==> src/rtl/fp_mac_sequencer_if.sv <==
// Operand/control handshake between the operand source and the MAC sequencer.
// The master side is the source and the slave side is the sequencer.
interface fp_mac_sequencer_if #(
  parameter int CNT_W = 8
);
  logic             start;
  logic [CNT_W-1:0] vec_len;
  logic             in_valid;
  logic             in_ready;
  logic             issue;
  logic             acc_clear;
  logic             acc_en;
  logic             busy;
  logic             done;

  modport master (
    output start, vec_len, in_valid,
    input  in_ready, issue, acc_clear, acc_en, busy, done
  );

  modport slave (
    input  start, vec_len, in_valid,
    output in_ready, issue, acc_clear, acc_en, busy, done
  );
endinterface

==> src/rtl/fp_mac_sequencer.sv <==
// Meters a vec_len-pair dot-product job into the MAC pipeline; acc_en trails issue by PIPE_LAT cycles.
// in_ready is high only while loading; an in_valid bubble simply stalls the job, and there is no timeout.
module fp_mac_sequencer #(
  parameter int PIPE_LAT = 4,
  parameter int CNT_W    = 8
) (
  input  logic                  clock,
  input  logic                  resetn,
  fp_mac_sequencer_if.slave     bus
);

  typedef enum logic [1:0] {
    S_IDLE  = 2'd0,
    S_LOAD  = 2'd1,
    S_DRAIN = 2'd2,
    S_DONE  = 2'd3
  } state_t;

  state_t              r_state;
  logic [CNT_W-1:0]    r_len;
  logic [CNT_W-1:0]    r_issue_cnt;
  logic [CNT_W-1:0]    r_retire_cnt;
  logic [PIPE_LAT-1:0] r_vsr;
  logic                r_acc_clear;
  logic                r_done;

  logic w_in_ready;
  logic w_issue;
  logic w_acc_en;
  logic w_last_issue;
  logic w_last_retire;

  assign w_in_ready    = (r_state == S_LOAD);
  assign w_issue       = w_in_ready & bus.in_valid;
  assign w_acc_en      = r_vsr[PIPE_LAT-1];
  assign w_last_issue  = w_issue  && (r_issue_cnt  == r_len - CNT_W'(1));
  assign w_last_retire = w_acc_en && (r_retire_cnt == r_len - CNT_W'(1));

  always_ff @(posedge clock or negedge resetn) begin
    if (!resetn) begin
      r_state      <= S_IDLE;
      r_len        <= '0;
      r_issue_cnt  <= '0;
      r_retire_cnt <= '0;
      r_vsr        <= '0;
      r_acc_clear  <= 1'b0;
      r_done       <= 1'b0;
    end else begin
      r_acc_clear <= 1'b0;
      r_done      <= 1'b0;
      // Bubbles shift through as zeros so acc_en mirrors the issue pattern exactly.
      r_vsr       <= (r_vsr << 1) | PIPE_LAT'(w_issue);
      if (w_issue)
        r_issue_cnt <= r_issue_cnt + CNT_W'(1);
      if (w_acc_en)
        r_retire_cnt <= r_retire_cnt + CNT_W'(1);

      case (r_state)
        S_IDLE: begin
          if (bus.start) begin
            r_acc_clear <= 1'b1;
            if (bus.vec_len != '0) begin
              r_len        <= bus.vec_len;
              r_issue_cnt  <= '0;
              r_retire_cnt <= '0;
              r_state      <= S_LOAD;
            end else begin
              r_done  <= 1'b1;
              r_state <= S_DONE;
            end
          end
        end
        S_LOAD: begin
          if (w_last_issue)
            r_state <= S_DRAIN;
        end
        S_DRAIN: begin
          if (w_last_retire) begin
            r_done  <= 1'b1;
            r_state <= S_DONE;
          end
        end
        S_DONE: begin
          r_state <= S_IDLE;
        end
        default: begin
          r_state <= S_IDLE;
        end
      endcase
    end
  end

  assign bus.in_ready  = w_in_ready;
  assign bus.issue     = w_issue;
  assign bus.acc_clear = r_acc_clear;
  assign bus.acc_en    = w_acc_en;
  assign bus.busy      = (r_state != S_IDLE);
  assign bus.done      = r_done;

endmodule

==> src/flat_wrapper.sv <==
// flat-port wrapper written by rule: the top's interface ports become plain ports
module fp_mac_sequencer_flat 
#(
  parameter int PIPE_LAT = 4,
  parameter int CNT_W    = 8
)
  (clock, resetn, bus_start, bus_vec_len, bus_in_valid, bus_in_ready, bus_issue, bus_acc_clear, bus_acc_en, bus_busy, bus_done);
  fp_mac_sequencer_if #(.CNT_W(CNT_W)) bus_i ();
  input  logic clock;
  input  logic resetn;
  input wire logic [$bits(bus_i.start)-1:0] bus_start;
  input wire logic [$bits(bus_i.vec_len)-1:0] bus_vec_len;
  input wire logic [$bits(bus_i.in_valid)-1:0] bus_in_valid;
  output wire logic [$bits(bus_i.in_ready)-1:0] bus_in_ready;
  output wire logic [$bits(bus_i.issue)-1:0] bus_issue;
  output wire logic [$bits(bus_i.acc_clear)-1:0] bus_acc_clear;
  output wire logic [$bits(bus_i.acc_en)-1:0] bus_acc_en;
  output wire logic [$bits(bus_i.busy)-1:0] bus_busy;
  output wire logic [$bits(bus_i.done)-1:0] bus_done;
  assign bus_i.start = bus_start;
  assign bus_i.vec_len = bus_vec_len;
  assign bus_i.in_valid = bus_in_valid;
  assign bus_in_ready = bus_i.in_ready;
  assign bus_issue = bus_i.issue;
  assign bus_acc_clear = bus_i.acc_clear;
  assign bus_acc_en = bus_i.acc_en;
  assign bus_busy = bus_i.busy;
  assign bus_done = bus_i.done;
  fp_mac_sequencer #(.PIPE_LAT(PIPE_LAT), .CNT_W(CNT_W)) u_core (.clock(clock), .resetn(resetn), .bus(bus_i));
endmodule
==> config.mk <==
export PLATFORM = sky130hd
export DESIGN_NAME = fp_mac_sequencer_flat
export DESIGN_NICKNAME = d
export VERILOG_FILES = /design/src/rtl/fp_mac_sequencer_if.sv /design/src/rtl/fp_mac_sequencer.sv /design/src/flat_wrapper.sv
export SDC_FILE = /design/constraint.sdc
export NUM_CORES = 1
export LEC_CHECK = 0
export CAP_MARGIN = 25
export CORE_ASPECT_RATIO = 0.9
export CORE_UTILIZATION = 55
export CTS_BUF_LIST = sky130_fd_sc_hd__clkbuf_8
export DETAILED_ROUTE_END_ITERATION = 8
export DONT_BUFFER_PORTS = 1
export GPL_TIMING_DRIVEN = 0
export PLACE_DENSITY = 0.7
export SKIP_LAST_GASP = 1
export SLEW_MARGIN = 30
export SYNTH_ARGS = -nofsm -noshare
export SYNTH_HDL_FRONTEND = slang
export SYNTH_SLANG_ARGS = --single-unit
==> constraint.sdc <==
create_clock -name clock -period 3 [get_ports clock]
set_clock_uncertainty 0.15 [all_clocks]
set_input_delay 0.75 -clock clock [delete_from_list [all_inputs] [get_ports clock]]
set_output_delay 0.75 -clock clock [all_outputs]
set_load 0.1 [all_outputs]
* Yosys cells after proc, flatten, opt, wreduce, memory -nomap -nowiden *
Index checks and enable logic that the tools add are counted.

storage, ports and cells
  register bits = 32
  input bits = 12
  output and inout port bits = 6
  word-level logic and storage cells = 46

cells by class
  $add $sub $neg = 3
  equality and inequality tests = 8
  muxes and demuxes = 19
  bitwise gates (word level) = 2
  reduce and logical (&&, ||, !) cells = 7

operators by type and width
  operator                                                             count
  8-bit 2-to-1 mux                                                     8
  8-bit by 1-bit adder with 8-bit output (second input constant)       2
  8-bit == test                                                        2
  2-bit 2-to-1 mux                                                     4
  2-bit case mux with 4 select lines                                   1
  8-bit nonzero test                                                   1
  8-bit by 1-bit subtractor with 8-bit output (second input constant)  1
  3-bit AND reduction                                                  2
  1-bit 2-to-1 mux                                                     5
  2-bit == test (second input constant)                                2
  2-bit != test (second input constant)                                2
  4-bit by 1-bit bitwise OR with 4-bit output                          1
  2-bit by 1-bit == test with 1-bit output (second input constant)     1
  1-bit logical AND                                                    2
  2-bit logical NOT                                                    1
  2-bit by 1-bit != test with 1-bit output (second input constant)     1
  1-bit case mux with 2 select lines                                   1
  2-bit nonzero test                                                   1
  1-bit bitwise AND                                                    1

* Longest topological paths before layout *
Gate-level depths: netlist (run 1).

  word-level depth = 6
  mapped depth = 10
  gate-level depth less buffers = 9

* Worst setup path after synthesis (run 1) *
Ideal clock, no wire load.

  path type = register to register
  from = register u_core.r_state[1]
  to = register u_core.r_state[1]
  arrival time = 3.483 ns
  path slack = -0.712 ns
  stages on the path, launching flop included = 10
  path buffers = 1
  cells stage by stage = dfrtp_1 -> inv_1 -> ha_1 -> and2_1 -> clkbuf_1 -> nand4_1 -> o41ai_2 -> o21ai_1 -> a21oi_2 -> mux2i_1

between the ends
  word-level cells in the longest chain between the ends = 5
  elaborated cells between the ends (all ways) = 11
  those cells by class = 6 x eq/ne; 1 x mux; 1 x bitwise; 3 x reduce/logical

ends and longest elaborated chain
  item                                      line                    text
  start, declared                           fp_mac_sequencer.sv:19  state_t r_state;
  start signal, assigned                    fp_mac_sequencer.sv:41  r_state <= S_IDLE;
  start signal, assigned                    fp_mac_sequencer.sv:66  r_state <= S_LOAD;
  start signal, assigned                    fp_mac_sequencer.sv:69  r_state <= S_DONE;
  2-bit by 1-bit == test with 1-bit output  fp_mac_sequencer.sv:33  assign w_in_ready = (r_state == S_LOAD);
  net bus_in_ready                          flat_wrapper.sv:14      output wire logic [$bits(bus_i.in_ready)-1:0] bus_in_ready;
  1-bit bitwise AND                         fp_mac_sequencer.sv:34  assign w_issue = w_in_ready & bus.in_valid;
  net bus_issue                             flat_wrapper.sv:15      output wire logic [$bits(bus_i.issue)-1:0] bus_issue;
  1-bit logical AND                         fp_mac_sequencer.sv:36  assign w_last_issue = w_issue && (r_issue_cnt == r_len - CNT_W'(1));
  2-bit != test (no line)                   n/a
  3-bit AND reduction (no line)             n/a

The timed path passes the listed nets, and every way through them passes these cells.
A chain may end at the register's enable or synchronous reset.

* Final worst setup path (run 1) *
  from = register u_core.r_len[0]
  to = register u_core.r_state[1]

between the ends
  word-level cells in the longest chain between the ends = 5
  elaborated cells between the ends (all ways) = 8
  those cells by class = 1 x add/sub; 4 x eq/ne; 3 x reduce/logical

ends and longest elaborated chain
  item                                                                                        line                                            text
  start, declared                                                                             fp_mac_sequencer.sv:20                          logic [CNT_W-1:0] r_len;
  start signal, assigned                                                                      fp_mac_sequencer.sv:63                          r_len <= bus.vec_len;
  8-bit by 1-bit subtractor with 8-bit output (*)                                             fp_mac_sequencer.sv:36, fp_mac_sequencer.sv:37
  8-bit == test, on equally long branches                                                     fp_mac_sequencer.sv:36, fp_mac_sequencer.sv:37
  1-bit logical AND, on equally long branches                                                 fp_mac_sequencer.sv:36, fp_mac_sequencer.sv:37
  2-bit != test (no line) / 2-bit by 1-bit != test with 1-bit output (equally long branches)  n/a
  3-bit AND reduction (no line) (*)                                                           n/a

Every way passes the cells marked *; elsewhere a longest branch is shown, timed or not.

==> impl_metrics.csv, run 1 <==
group,metric,value,unit
setup_path,rr_worst_depth,10,
routing,detail_route.wl_per_cell,14.9,µm
synthesis,avgSynthCellArea,10.2,µm²
setup_path,slowest_stage,"nor3b_1",
floorplan,start_util,57.7,%
timing,worst_pin_slew,0.879,ns
floorplan,core.rowCount,19,
floorplan,chipWidth,61.8,µm
floorplan,core-area,0.00307,mm²
synthesis,synth_top_area_share,45.3,%
clocking,cts_buffer_depth,2,
setup_path,crit_family,"compound AO/OA/AOI/OAI gates",
global_routing,grt_max_degree,33,
timing,setup_viol,0,
clocking,cts-root-buf,"clkbuf_8",
timing,holdWs,0.0137,ns
synthesis,synth_area,0.00177,mm²
setup_path,r2r_start,"u_core.r_len[0]",
setup_path,cp_max_fo,7,
hold_path,min_path_type,"input port to async pin",
setup_path,cpPeakStageDelay,0.41,ns
cells_and_area,drive_gt1_share,10.4,%
synthesis,synthTopCellsByArea,"dfrtp_1 (45%), xnor2_1 (8.4%), xor2_1 (8.4%)",
clocking,htreeDepth,2,
cells_and_area,antenna_cells,0,
global_routing,gr-total-overflow,0,
setup_path,cp.required,3.05,ns
global_routing,track_usage,22.6,%
timing,relSlewSlack,41.3,%
synthesis,synth_common_cells,"dfrtp_1 (32), nor2_1 (18), xnor2_1 (17), xor2_1 (17)",
setup_path,path_cells,"buf_6 > inv_1 > ha_1 > nor3b_1 > nand3_1 > xnor2_1 > o41ai_2 > o21ai_1 > a21oi_2 > mux2i_1",
place,io_buffer_count,0,
clocking,worstSkewPairLatency,0.28,ns
job,maxCapViolations,0,
synthesis,synth_most_common_cell,"dfrtp_1",
synthesis,synthFlopType,"dfrtp_1",
synthesis,synth_cells,174,
status,status,"completed",
routing,vias_per_cell,5.55,
routing,vias,1248,
setup_path,worstSetupEndpointType,"flip-flop",
cells_and_area,fin_util,63.2,%
setup_path,path_class,"flip-flop to flip-flop",
cells_and_area,final_cell_area,0.00194,mm²
synthesis,synth_top_cell_by_area,"dfrtp_1",
clocking,cts_tree,"yes",
synthesis,ys_ff_latch,32,
timing,period_needed,2.71,ns
routing,detail_route.first_pass.iterations,4,
cells_and_area,layout.nets,200,
place,place_area,0.00183,mm²
setup_path,reg2reg_setup_slack,0.29,ns
routing,drt_iter0_markers,40,
routing,ant_nets,0,
setup_path,reg2reg_to,"u_core.r_state[1]",
routing,routed_wl,3.36,mm
global_routing,grt_pass1_vias,1220,
power_and_ir_drop,powerDensity,1030,mW/mm²
power_and_ir_drop,power.leakage,0.852,nW
place,gp_congestion,0.845,
synthesis,ys_warn_count,0,
setup_path,cp.buffers_inverters,2,
synthesis,ys_types,36,
timing,fmax,0.369,GHz
clocking,clock_sinks,32,
synthesis,yosysSeqAreaShare,45.3,%
global_routing,grt_pass1_wl,5.58,mm
floorplan,ioPinCount,18,
timing,slew_violations,0,
clocking,cts_setup_buffers,0,
power_and_ir_drop,peakVddDrop,847,µV
floorplan,fp.dieH,55.8,µm
timing,rsz0062_at_grt,"no",
clocking,cts_buffers,5,
routing,drcViolationCount,0,
power_and_ir_drop,finalPower,2.00,mW
floorplan,die-area,0.00345,mm²
global_routing,antenna_found_initial,0,
cells_and_area,area_growth,9.62,%
timing,finalHoldViolations,0,
timing,fin_crit_sh,90.4,%
setup_path,worstSetupStartpointType,"flip-flop",
synthesis,synth_edf_count,0,
place,hpwl,2.49,mm
clocking,clkTransAtPathRegs,0.06,ns
setup_path,arrival,2.76,ns
synthesis,async_flop_share,100,%
synthesis,postSynthNetCount,192,
-- flip-flops by register name, indices dropped and copies added, names as in the netlist --
signal,cells
u_core.r_issue_cnt,8
u_core.r_len,8
u_core.r_retire_cnt,8
u_core.r_vsr,4
u_core.r_state,2
u_core.bus.acc_clear,1
u_core.bus.done,1
-- worst register-to-register path, stage by stage, from the launching register on --
cell and delay, ns:
dfrtp_1 0.37, buf_6 0.13, inv_1 0.06, ha_1 0.21
nor3b_1 0.41, nand3_1 0.21, xnor2_1 0.21, o41ai_2 0.38
o21ai_1 0.13, a21oi_2 0.18, mux2i_1 0.20
-- power by group --
part	switching [mW]	internal, mW
Clock	0.142	0.180
Combinational	0.557	0.384
Sequential	0.189	0.550
Total	0.889	1.11
-- placed cells by master (no fill, tap or decap), types with 2 or more instances in the layout --
cell       n
dfrtp_1   31
nor2_1    18
xor2_1    17
xnor2_1   17
inv_1     10
o21ai_0    8
nand3_1    7
nand2_1    7
nand4_1    6
clkbuf_8   6
clkbuf_1   5
nor4_1     5
mux2_2     5
ha_1       5
a21oi_1    4
mux2i_1    3
and2_1     2
nor3_1     2
or3_1      2
and3_1     2
-- cell families after synthesis --
family | synth area share [%]
AOI/OAI and AO/OA | 9.12
xor gates and xnor gates | 16.8
adders and majority gates | 4.24
buffers and inverters | 3.89
DFF | 45.3
muxes | 4.88
and+or+nand+nor | 15.8
-- area by class of cell --
| cell class | instances | area, µm² |
|---|---|---|
| Sequential cell | 32 | 802 |
| Fill cell | 247 | 1130 |
| Inverter | 8 | 30.0 |
| Tap cell | 42 | 52.6 |
| Timing Repair Buffer | 1 | 10.0 |
| Clock buffer | 6 | 82.6 |
| Multi-Input combinational cell | 126 | 912 |
| Buffer | 8 | 42.5 |
| Clock inverter | 2 | 7.51 |
-- layer usage --
layer / track usage [%] / wire (µm) / vias up
met4: 6.67 / 46 / 0
li1: - / - / 611
met1: 31.4 / 1540 / 613
met5: 0 / 0 / -
met3: 6.51 / 126 / 7
met2: 34.1 / 1650 / 17
-- stage by stage --
step	instances	worst slack (ns)	TNS [ns]
after global placement	216	-0.00834	-0.00834
final	225	0.289	0
after global routing	225	0.0775	0
after floorplan	174	0.169	0
after CTS	224	0.175	0
after detailed placement	216	-0.0508	-0.0732
-- worst max path at each step --
stage                      startpoint           endpoint  slack [ns]  depth (start not counted)
CTS                 u_core.r_state[1]  u_core.r_state[1]        0.17                          9
global route          u_core.r_len[0]  u_core.r_state[1]        0.08                         10
floorplan           u_core.r_state[1]  u_core.r_state[1]        0.17                          9
detailed placement  u_core.r_state[1]  u_core.r_state[1]       -0.05                          9
global placement    u_core.r_state[1]  u_core.r_state[1]      -0.008                          9
finish                u_core.r_len[0]  u_core.r_state[1]        0.29                         10
-- what timing repair did --
item | 4_1_cts | 5_1_grt
endpoints found under the hold margin | 0 | 8
pin swaps | 0 | 0
hold buffers | 0 | 1
setup endpoints to repair | 2 | 1
resized for setup | 1 | 1
(Power assumes the default switching activity.)
==> run 2, diff against run 1 <==
- GPL_TIMING_DRIVEN: 0 -> not set
- MAX_ROUTING_LAYER: not set -> met4
==> impl_metrics.csv, run 2 (synthesis results as in run 1) <==
group,metric,value,unit
status,status,"completed",
timing,finalHoldViolations,0,
setup_path,reg2reg_to,"u_core.r_state[1]",
cells_and_area,layout.nets,202,
floorplan,core.rowCount,19,
global_routing,grt_max_degree,18,
timing,period_needed,2.58,ns
timing,holdWs,0.197,ns
floorplan,ioPinCount,18,
timing,slew_violations,0,
hold_path,min_path_type,"flip-flop to flip-flop",
routing,vias,1260,
clocking,cts_buffers,5,
setup_path,cpPeakStageDelay,0.46,ns
floorplan,die-area,0.00345,mm²
power_and_ir_drop,intPower,1.11,mW
cells_and_area,antenna_cells,0,
routing,drt_iter0_markers,116,
power_and_ir_drop,p_sw_share,44.9,%
cells_and_area,drive_gt1_share,11.4,%
timing,setup_viol,0,
power_and_ir_drop,finalPower,2.01,mW
clocking,clock_sinks,32,
power_and_ir_drop,clockPowerShare,16.5,%
setup_path,r2r_start,"u_core.r_len[0]",
global_routing,track_usage,23.9,%
power_and_ir_drop,peakVddDrop,720,µV
setup_path,cp_max_fo,7,
place,gp_congestion,0.860,
global_routing,antenna_found_initial,0,
setup_path,path_class,"flip-flop to flip-flop",
setup_path,path_cells,"inv_1 > ha_1 > nor3b_1 > nand3_1 > xnor2_1 > o41ai_2 > o21ai_1 > a21oi_2 > mux2i_1",
clocking,cts_buffer_depth,2,
clocking,clkTransAtPathRegs,0.06,ns
floorplan,core-area,0.00307,mm²
place,io_buffer_count,0,
power_and_ir_drop,power.leakage,0.878,nW
global_routing,gr-total-overflow,0,
cells_and_area,area_growth,11.4,%
setup_path,cp.required,3.06,ns
job,maxCapViolations,0,
timing,rsz0062_at_grt,"no",
cells_and_area,largestRegisters,"u_core.r_issue_cnt (8), u_core.r_len (8), u_core.r_retire_cnt (8)",
setup_path,rr_worst_depth,9,
power_and_ir_drop,powerDensity,1020,mW/mm²
clocking,cts_tree,"yes",
routing,routed_wl,3.45,mm
power_and_ir_drop,p_seq_share,37.8,%
timing,fmax,0.387,GHz
clocking,cts-root-buf,"clkbuf_8",
setup_path,slowest_stage,"dfrtp_1",
hold_path,holdPathEnd,"u_core.r_vsr[3]",
setup_path,reg2reg_setup_slack,0.42,ns
routing,detail_route.wl_per_cell,15.2,µm
place,hpwl,2.41,mm
routing,vias_per_cell,5.55,
routing,detail_route.first_pass.iterations,4,
floorplan,chipWidth,61.8,µm
clocking,worstSkewPairLatency,0.28,ns
floorplan,fp.dieH,55.8,µm
cells_and_area,final_common_cell,"dfrtp_1",
timing,worst_pin_slew,0.869,ns
clocking,htreeDepth,2,
timing,fin_crit_sh,86.1,%
global_routing,grt_pass1_vias,1215,
setup_path,arrival,2.64,ns
timing,finalSetupTns,0,ns
routing,ant_nets,0,
setup_path,worstSetupEndpointType,"flip-flop",
routing,drcViolationCount,0,
global_routing,grt_pass1_wl,5.64,mm
cells_and_area,layout_common_cells,"dfrtp_1 (32), nor2_1 (18), xor2_1 (17), xnor2_1 (17), inv_1 (10)",
hold_path,whs_path_depth,0,
timing,relSlewSlack,42.1,%
hold_path,hp-start,"u_core.r_vsr[2]",
floorplan,start_util,57.7,%
power_and_ir_drop,switchingPower,902,µW
setup_path,worstSetupStartpointType,"flip-flop",
power_and_ir_drop,power_frac_comb,45.7,%
run 2: worst max-delay path by stage:
stage / start / end / cells after the start
after floorplan: u_core.r_state[1] / u_core.r_state[1] / 9
final: u_core.r_len[0] / u_core.r_state[1] / 9
after global placement: u_core.r_len[0] / u_core.r_state[1] / 9
after CTS: u_core.r_len[0] / u_core.r_state[1] / 9
after global routing: u_core.r_len[0] / u_core.r_state[1] / 9
after detailed placement: u_core.r_len[0] / u_core.r_state[1] / 9
run 2: power groups by stage:
stage                     combinational (mW)  clock [mW]  sequential, mW
after floorplan                        0.800           0           0.711
after global placement                 0.881           0           0.752
after detailed placement               0.907           0           0.762
after CTS                              0.921       0.339           0.755
after global routing                   0.997       0.363           0.780
final                                  0.919       0.331           0.760
run 2: layout make-up:
class                   instances  area [µm²]
inverters                       8        30.0
well taps                      42        52.6
clock buffers                   6        82.6
repair buffers                 11        95.1
flip-flops and latches         32         801
fillers                       263        1100
multi-input cells             126         902
clock inverters                 2        7.51
run 2: critical path: cells and delay by family, from the launching register on:
| kind | cells | cell delay [ns] |
|---|---|---|
| xor gates and xnor gates | 1 | 0.18 |
| adders and majority gates | 1 | 0.20 |
| and+or+nand+nor | 2 | 0.53 |
| buffers and inverters | 1 | 0.11 |
| DFF | 1 | 0.46 |
| AOI/OAI and AO/OA | 3 | 0.67 |
| muxes | 1 | 0.19 |
run 2: routing by layer:
metal  up-vias  wire length (µm)  track usage [%]  part of all wire (%)
li1        620                 -                -                     -
met1       616              1660             33.3                    48
met2        19              1600             31.6                    46
met3         5               139             8.60                   4.0
met4         0                53             9.52                   1.5
met5         -                 0                -                     0
run 2: metrics by stage:
step	instance area [µm²]	cells	worst slack [ns]	utilization [%]
2_1_floorplan	1770	174	0.169	-
3_3_place_gp	1830	214	0.545	59.7
3_5_place_dp	1830	214	0.454	59.7
4_1_cts	1960	226	0.421	63.9
5_1_grt	1970	227	0.288	64.3
6_report	1970	227	0.417	64.3
run 2: repair_timing:
item | 4_1_cts | 5_1_grt
setup buffers | 0 | 0
hold buffers | 4 | 1
hold endpoints to repair | 17 | 7
resized for setup | 0 | 0
==> run 3, diff against run 2 <==
- ABC_AREA: not set -> 1
- SKIP_CTS_REPAIR_TIMING: not set -> 1
==> impl_metrics.csv, run 3 <==
group,metric,value,unit
status,status,"completed",
floorplan,ioPinCount,18,
cells_and_area,final_common_cell,"nand2_1",
clocking,cts_buffer_depth,2,
power_and_ir_drop,power.leakage,1.04,nW
setup_path,path_cells,"inv_1 > ha_2 > nand2_1 > inv_2 > buf_4",
place,dp.cells,296,
timing,fin_crit_sh,79.1,%
floorplan,die-area,0.00365,mm²
setup_path,worstSetupEndpointType,"output port",
power_and_ir_drop,intPower,1.17,mW
timing,setup_viol,0,
timing,worst_pin_slew,0.863,ns
floorplan,chipWidth,63.5,µm
setup_path,slowest_stage,"dfrtp_1",
setup_path,arrival,1.47,ns
synthesis,synth_top_area_share,42.7,%
timing,holdWs,0.135,ns
synthesis,synth_compound_area_share,7.01,%
global_routing,grt_pass1_wl,6.85,mm
clocking,clock_sinks,32,
global_routing,track_usage,26.4,%
power_and_ir_drop,clockPowerShare,20.5,%
synthesis,synth_cells,252,
cells_and_area,final_cell_area,0.00210,mm²
clocking,cts_buffers,5,
global_routing,antenna_found_initial,0,
clocking,clkTransAtPathRegs,0.06,ns
cells_and_area,area_growth,12.0,%
cells_and_area,layout.nets,280,
floorplan,core-area,0.00314,mm²
setup_path,worstSetupStartpointType,"flip-flop",
setup_path,cp_max_fo,4,
synthesis,yosysSeqAreaShare,42.7,%
setup_path,cpPeakStageDelay,0.39,ns
clocking,cts-root-buf,"clkbuf_8",
global_routing,grt_pass1_vias,1478,
synthesis,avgSynthCellArea,7.44,µm²
hold_path,min_path_type,"input port to async pin",
floorplan,core.rowCount,19,
clocking,worstSkewPairLatency,0.29,ns
setup_path,reg2reg_setup_slack,0.83,ns
timing,relSlewSlack,42.5,%
synthesis,synthXorXnorAreaFrac,4.74,%
routing,ant_nets,0,
synthesis,synth_area,0.00187,mm²
timing,fmax,0.421,GHz
timing,period_needed,2.37,ns
routing,drt_iter0_markers,136,
place,place_area,0.00195,mm²
timing,finalHoldViolations,0,
routing,routed_wl,4.22,mm
synthesis,synth_common_cells,"nand2_1 (63), inv_1 (33), dfrtp_1 (32)",
synthesis,synth_top_family_by_area,"simple AND/OR/NAND/NOR gates",
routing,vias_per_cell,5.20,
routing,drcViolationCount,0,
setup_path,cp.required,2.10,ns
setup_path,path_class,"flip-flop to output port",
global_routing,grt_max_degree,33,
routing,vias,1586,
synthesis,postSynthNetCount,270,
synthesis,ys_ff_latch,32,
synthesis,synthTopCellsByArea,"dfrtp_1 (43%), nand2_1 (13%), inv_1 (6.6%)",
cells_and_area,layout.cells.non_filler,305,
clocking,htreeDepth,2,
power_and_ir_drop,switchingPower,1.02,mW
floorplan,start_util,59.7,%
job,maxCapViolations,0,
place,gp_congestion,0.870,
power_and_ir_drop,p_seq_share,32.1,%
timing,rsz0062_at_grt,"no",
cells_and_area,largestRegisters,"u_core.r_issue_cnt (8), u_core.r_len (8), u_core.r_retire_cnt (8)",
timing,slew_violations,0,
synthesis,synth_mux_area_share,0,%
cells_and_area,antenna_cells,0,
timing,finalSetupTns,0,ns
place,hpwl,3.19,mm
synthesis,synthAdderAreaFrac,4.01,%
power_and_ir_drop,powerDensity,1040,mW/mm²
power_and_ir_drop,p_sw_share,46.6,%
synthesis,synthSimpleGateAreaFrac,33.6,%
cells_and_area,layout_common_cells,"nand2_1 (63), inv_1 (33), dfrtp_1 (32)",
synthesis,async_flop_share,100,%
power_and_ir_drop,power_frac_comb,47.4,%
synthesis,synth_top_cell_by_area,"dfrtp_1",
power_and_ir_drop,peakVddDrop,792,µV
floorplan,fp.dieH,57.4,µm
place,io_buffer_count,0,
synthesis,ys_warn_count,0,
synthesis,synth_edf_count,0,
routing,detail_route.wl_per_cell,13.8,µm
global_routing,gr-total-overflow,0,
routing,detail_route.first_pass.iterations,4,
cells_and_area,drive_gt1_share,11.0,%
synthesis,synthFlopType,"dfrtp_1",
clocking,cts_tree,"yes",
synthesis,ys_types,23,
synthesis,synth_most_common_cell,"nand2_1",
## run 3: changes by cell type after synthesis, moves of 5 or more
cell      delta
nand2_1     +56
inv_1       +25
nand3_1     +17
xnor2_1     -17
nor2_1      +13
xor2_1      -12
o21ai_0      +7
clkbuf_1     -5
mux2_2       -5
## run 3: power groups by stage
stage	Combinational [mW]	Sequential, mW	Clock, mW
after floorplan	0.803	0.705	0
after global routing	1.15	0.721	0.472
after CTS	1.02	0.701	0.463
final	1.04	0.703	0.450
after global placement	0.998	0.709	0
after detailed placement	1.02	0.710	0
## run 3: worst paths after layout
check / to / from / cells after the start
max in group asynchronous: u_core.r_retire_cnt[5] / resetn / 1
worst max-delay path: bus_issue / u_core.r_state[1] / 5
worst min register to register: u_core.r_vsr[1] / u_core.r_vsr[0] / 0
worst min-delay path: u_core.r_vsr[3] / resetn / 1
worst max register to register: u_core.r_state[0] / u_core.r_len[0] / 14
min in group clock: u_core.r_vsr[1] / u_core.r_vsr[0] / 0
## run 3: through the flow
step           power (mW)  utilization [%]  setup WS (ns)
2_1_floorplan        1.51                -          0.361
3_3_place_gp         1.71             62.2          0.867
3_5_place_dp         1.72             62.2          0.864
4_1_cts              2.19             66.3          0.602
5_1_grt              2.35             66.9          0.533
6_report             2.19             66.9          0.627
## run 3: final cells by class
type / count / area (µm²)
Timing Repair Buffer: 6 / 57.6
Multi-Input combinational cell: 181 / 927
Sequential cell: 32 / 801
Clock inverter: 1 / 30.0
Inverter: 36 / 135
Fill cell: 286 / 1040
Clock buffer: 7 / 96.3
Tap cell: 42 / 52.6
## run 3: per-layer routing
layer / GRT usage [%] / share of wire [%] / up-vias
met3: 6.40 / 6.3 / 12
li1: - / - / 824
met1: 37.8 / 50 / 705
met4: 14.0 / 3.0 / 0
met5: - / 0 / -
met2: 34.0 / 40 / 45
## run 3: logic make-up (layout without fill, tap and decap cells)
kind of cell | after synthesis | count (layout)
AND/OR/NAND/NOR | 143 | 143
buffers and inverters | 39 | 50
flip-flops | 32 | 32
AO/OA/AOI/OAI | 25 | 25
XOR/XNOR | 7 | 7
adder cells (fa/ha/maj) | 6 | 6
## run 3: critical path, delay by kind of cell, from the launching register on
family	cells	cell delay, ns
buf+inv	3	0.48
flops	1	0.39
fa+ha+maj	1	0.19
simple gates	1	0.11
